==> config.mk <==
export PLATFORM = sky130hd
export DESIGN_NAME = csr_access_arbiter
export DESIGN_NICKNAME = d
export VERILOG_FILES = /design/src/rtl/csr_access_arbiter.sv
export SDC_FILE = /design/constraint.sdc
export NUM_CORES = 1
export LEC_CHECK = 0
export CAP_MARGIN = 20
export CORE_MARGIN = 5
export CORE_UTILIZATION = 35
export DETAILED_ROUTE_END_ITERATION = 8
export GPL_TIMING_DRIVEN = 0
export PLACE_DENSITY = 0.69
export SYNTH_ARGS = -nofsm -noshare
export SYNTH_HDL_FRONTEND = slang
export SYNTH_SLANG_ARGS = --single-unit
==> constraint.sdc <==
create_clock -name clk -period 6.98 [get_ports clk]
set_input_delay 0.698 -clock clk [delete_from_list [all_inputs] [get_ports clk]]
set_output_delay 0.698 -clock clk [all_outputs]
set_load 0.005 [all_outputs]
==> src/rtl/csr_access_arbiter.sv <==
// Two-requester CSR access arbiter: grants one read-modify-write sequence at a time
// against a CSR file with a combinational read port and a single-cycle write port.
module csr_access_arbiter #(
    parameter int ROUND_ROBIN = 1
) (
    input  logic        clk,
    input  logic        rst,
    input  logic        req0Valid,
    output logic        req0Ready,
    input  logic [11:0] req0Addr,
    input  logic [1:0]  req0Op,
    input  logic [31:0] req0Operand,
    output logic        resp0Valid,
    output logic [31:0] resp0ReadValue,
    output logic        resp0Illegal,
    input  logic        req1Valid,
    output logic        req1Ready,
    input  logic [11:0] req1Addr,
    input  logic [1:0]  req1Op,
    input  logic [31:0] req1Operand,
    output logic        resp1Valid,
    output logic [31:0] resp1ReadValue,
    output logic        resp1Illegal,
    output logic [11:0] csrReadAddr,
    output logic        csrReadEnable,
    input  logic [31:0] csrReadValue,
    input  logic        csrReadIllegal,
    output logic [11:0] csrWriteAddr,
    output logic [31:0] csrWriteValue,
    output logic        csrWriteEnable,
    input  logic        trapPending
);

    typedef enum logic [1:0] {
        IDLE  = 2'd0,
        READ  = 2'd1,
        WRITE = 2'd2,
        RESP  = 2'd3
    } state_t;

    localparam logic [1:0] OP_READ  = 2'b00;
    localparam logic [1:0] OP_WRITE = 2'b01;
    localparam logic [1:0] OP_SET   = 2'b10;
    localparam logic [1:0] OP_CLEAR = 2'b11;

    state_t      stateR;
    state_t      stateNext;
    logic        prioR;
    logic        idR;
    logic [11:0] addrR;
    logic [1:0]  opR;
    logic [31:0] operandR;
    logic [31:0] oldR;
    logic        illegalR;
    logic [11:0] wrAddrR;
    logic [31:0] wrValueR;
    logic        rdEnR;
    logic        wrEnR;
    logic        resp0R;
    logic        resp1R;
    logic        grant0;
    logic        grant1;
    logic        skipWrite;

    function automatic logic [31:0] calcWriteValue(
        input logic [1:0]  op,
        input logic [31:0] oldValue,
        input logic [31:0] operand
    );
        logic [31:0] result;
        case (op)
            OP_WRITE: result = operand;
            OP_SET:   result = oldValue | operand;
            OP_CLEAR: result = oldValue & ~operand;
            default:  result = oldValue;
        endcase
        return result;
    endfunction

    // Next-state decode and arbitration; ready is only ever raised in IDLE.
    always_comb begin
        stateNext = stateR;
        grant0    = 1'b0;
        grant1    = 1'b0;
        skipWrite = 1'b0;
        case (stateR)
            IDLE: begin
                if (!trapPending && (req0Valid || req1Valid)) begin
                    if (req0Valid && req1Valid) begin
                        if ((ROUND_ROBIN != 0) && prioR) begin
                            grant1 = 1'b1;
                        end else begin
                            grant0 = 1'b1;
                        end
                    end else if (req0Valid) begin
                        grant0 = 1'b1;
                    end else begin
                        grant1 = 1'b1;
                    end
                    stateNext = READ;
                end else begin
                    stateNext = IDLE;
                end
            end
            READ: begin
                // Read-only ops, faulting reads and no-op set/clear skip the write port.
                skipWrite = csrReadIllegal || (opR == OP_READ) ||
                            (((opR == OP_SET) || (opR == OP_CLEAR)) && (operandR == 32'd0));
                if (skipWrite) begin
                    stateNext = RESP;
                end else begin
                    stateNext = WRITE;
                end
            end
            WRITE:   stateNext = RESP;
            RESP:    stateNext = IDLE;
            default: stateNext = IDLE;
        endcase
    end

    // State, request latch, captured CSR data and registered strobes.
    always_ff @(posedge clk or posedge rst) begin
        if (rst) begin
            stateR   <= IDLE;
            prioR    <= 1'b0;
            idR      <= 1'b0;
            addrR    <= 12'd0;
            opR      <= 2'b00;
            operandR <= 32'd0;
            oldR     <= 32'd0;
            illegalR <= 1'b0;
            wrAddrR  <= 12'd0;
            wrValueR <= 32'd0;
            rdEnR    <= 1'b0;
            wrEnR    <= 1'b0;
            resp0R   <= 1'b0;
            resp1R   <= 1'b0;
        end else begin
            stateR <= stateNext;
            rdEnR  <= (stateNext == READ);
            wrEnR  <= (stateNext == WRITE);
            resp0R <= (stateNext == RESP) && !idR;
            resp1R <= (stateNext == RESP) && idR;
            if (grant0 || grant1) begin
                idR      <= grant1;
                addrR    <= grant1 ? req1Addr : req0Addr;
                opR      <= grant1 ? req1Op : req0Op;
                operandR <= grant1 ? req1Operand : req0Operand;
            end
            if (stateR == READ) begin
                oldR     <= csrReadValue;
                illegalR <= csrReadIllegal;
            end
            if ((stateR == READ) && (stateNext == WRITE)) begin
                wrAddrR  <= addrR;
                wrValueR <= calcWriteValue(opR, csrReadValue, operandR);
            end
            if ((stateR == RESP) && (ROUND_ROBIN != 0)) begin
                prioR <= ~idR;
            end
        end
    end

    assign req0Ready      = grant0;
    assign req1Ready      = grant1;
    assign csrReadEnable  = rdEnR;
    assign csrReadAddr    = addrR;
    assign csrWriteEnable = wrEnR;
    assign csrWriteAddr   = wrAddrR;
    assign csrWriteValue  = wrValueR;
    assign resp0Valid     = resp0R;
    assign resp1Valid     = resp1R;
    assign resp0ReadValue = oldR;
    assign resp1ReadValue = oldR;
    assign resp0Illegal   = illegalR;
    assign resp1Illegal   = illegalR;

endmodule

==> results.txt <==
Status - complete, no violations
RSZ-0062 raised after global routing - false
Internal Pwr Total - 3.06 mW
Core Area - 16,600 um2
Distinct cells, synth - 32
Initial core utilization - 35.6%
Clock power frac - 20.9%
Met3 wire len - 1430 um
Wire length on met2 - 10,300 um
CTS buffer count - 17
Mapped Cells - 472
Synthesized Nets - 605
# fillers - 1,393
Share of the synthesized area in the top cell type - 55.5%
DR vias/cell - 5.23
CTS root buffer - clkbuf_16
DRC viols - 0
CTS clk-pin slew, worst paths - 0.06 ns
First-pass GRT wire length - 31,300 um
Relative slew slack - 46.6%
Sequential fraction of the synthesis area - 55.5%
Worst VDD drop - 0.195 mV
Number of global-route vias before repair - 5,407
Combinational group share of total power - 47.1%
CTS max path bufs - 2
Lkg Pwr - 4.14 nW
Synth Register Bits - 131
Worst EP required - 6.28 ns
Die Span Y - 140 um
Yosys warns - 0
Final Max Slew Viols - 0
Register share of total power - 32.0%
DRT Wirelength - 20,200 um
Vias - 5,139
Final hold violations - 0
Final worst slack - 3.61 ns
Most common cell after layout, fill and taps aside - clkdlybuf4s50_1
R2R Path End - opR[0]
Setup TNS - 0 ns
Die ar. - 19,600 um2
Clock Sinks - 131
Row Count - 47
Die X - 140 um
Psw - 1.40 mW
Finished Core Util - 56.8%
Placed Cells incl. Taps - 950
Met1 wire length - 8250 um
Largest fanout on the critical path - 10
Crit. End Element - output pin
Clock Skew - 0.00888 ns
Starting DRT DRC Count - 347
Tcrit/Tclk final - 48.2%
Number of antenna violations at the first check in global routing - 0
Power Density - 473 nW/um2
Crit Path Class - reg -> out
Reg2Reg Launch Point - stateR[0]
Share of cells above drive strength 1 - 19.3%
Fmax - 297 MHz
Least-Margin Pin Slew - 0.801 ns
Min Tclk post-route - 3.37 ns
I/O pins - 258
Detailed Routing Iterations Pass 1 - 8
Crit path from - stateR[0]
Switching share of power - 31.4%
Area Overhead vs Synth - 59.3%
Routed len/inst - 20.5 um
Final cell count without fillers - 982
Clock Latency Late Sink - 0.40 ns
Total GRT Usage - 20.5%
Ant. Diodes - 0
CTS-repair resized insts - 0
Yosys top cell by area - dfrtp_1
Cell area after synthesis - 5910 um2
Post-CTS Hold Buffers - 0
Area contributors post-synth - dfrtp_1, mux2_2, a222oi_1
Antenna Nets Post-Route - 0
Routability Congestion - 0.775
DP HPWL - 15,200 um
Max layer used - met4
Max Cap Viol - 0
Final #Nets - 882
Nature of the critical path startpoint - flip-flop
Pre-CTS WS - 3.62 ns
Final Setup Violations - 0
Mapped Avg Cell Area - 12.5 um2
Worst Path Arrival - 2.67 ns
Hold crit path type - reg -> reg
FF-to-FF setup slack - 4.36 ns
Grt ovf - 0
Postcts setup bufs - 0
CTS tree - yes
Port buffer count - 257
Largest net degree at the start of global routing - 73
Number of H-tree levels - 4
R2R depth - 8
Commonest cells after routing, fill and taps aside - clkdlybuf4s50_1, dfrtp_1, mux2_2
Critical Path Sink - req1Ready
-- power by group through the flow --
| stage | Clock, mW | Combinational, mW | Sequential, mW |
|---|---|---|---|
| after floorplan | 0 | 1.02 | 1.39 |
| after global placement | 0 | 2.07 | 1.42 |
| after detailed placement | 0 | 2.12 | 1.44 |
| after CTS | 0.951 | 2.13 | 1.43 |
| after global routing | 0.990 | 2.26 | 1.48 |
| final | 0.932 | 2.10 | 1.43 |
-- layer usage --
| metal | track usage (%) | up-vias |
|---|---|---|
| met1 | 25.3 | 2593 |
| met3 | 5.49 | 13 |
| met4 | 4.54 | 0 |
| met5 | 0 | - |
| li1 | - | 2291 |
| met2 | 36.0 | 242 |
-- cell type report --
class	instances	area [um2]	area share, %
Sequential cell	131	3280	34.8
Timing Repair Buffer	258	2600	27.6
Multi-Input combinational cell	224	2030	21.6
Clock buffer	24	502	5.33
Buffer	66	409	4.35
Tap cell	220	275	2.92
Inverter	51	196	2.09
Clock inverter	8	123	1.30
-- worst max-delay path, stage by stage (launching register included) --
cell and delay, ns:
dfrtp_1 0.47, inv_1 0.09, ha_1 0.14, nor2b_1 0.14
o21ai_1 0.14, a21oi_1 0.24, clkbuf_1 0.43, clkdlybuf4s50_1 0.60
-- synthesized netlist by cell type (all sizes together) --
| cell type | count |
|---|---|
| nor3 | 2 |
| and3b | 1 |
| nor2b | 1 |
| a222oi | 46 |
| nand4 | 1 |
| o21ai | 33 |
| and3 | 1 |
| xor2 | 1 |
| a22o | 31 |
| nor2 | 4 |
| dfrtp | 131 |
| nor3b | 2 |
| clkbuf | 22 |
| nor4 | 6 |
| nand3 | 2 |
| nand2 | 3 |
| buf | 44 |
| a21oi | 3 |
| o211ai | 2 |
| nor4b | 2 |
| and2 | 1 |
| a21o | 1 |
| ha | 3 |
| mux2i | 1 |
| mux2 | 77 |
| inv | 51 |
-- how the worst min path moves through the flow --
stage	start	to	cells past startpoint
6_report	csrWriteValue[5]	csrWriteValue[5]	1
5_1_grt	csrWriteValue[5]	csrWriteValue[5]	1
4_1_cts	csrWriteValue[5]	csrWriteValue[5]	1
3_5_place_dp	csrWriteValue[5]	csrWriteValue[5]	1
3_3_place_gp	csrWriteValue[6]	csrWriteValue[6]	1
2_1_floorplan	idR	resp0Valid	1
-- flip-flops by register name (all words and copies together), names as in the netlist --
signal          count
csrWriteValue      32
resp1Valid          1
resp0Illegal        1
opR                 2
csrReadAddr        12
csrReadEnable       1
resp0Valid          1
csrWriteAddr       12
stateR              2
operandR           32
resp0ReadValue     32
idR                 1
prioR               1
csrWriteEnable      1
-- kinds of logic (layout without fill, tap and decap cells) --
kind of cell	count (synthesis)	count (layout)	share of synthesized area, %
fa+ha+maj	3	3	0.635
simple gates	26	26	2.92
compound gates	116	116	15.8
flops	131	131	55.5
buf+inv	117	407	10.2
mux	78	78	14.8
xor+xnor	1	1	0.148
-- per-stage QoR --
step                total power [mW]  cell area (um2)  hold slack, ns
global route                    4.74             9410           0.510
CTS                             4.51             9410           0.492
global placement                3.49             8760           0.468
finish                          4.45             9410           0.492
floorplan                       2.40             5910           0.446
detailed placement              3.56             8790           0.480
(Power assumes the default switching activity.)
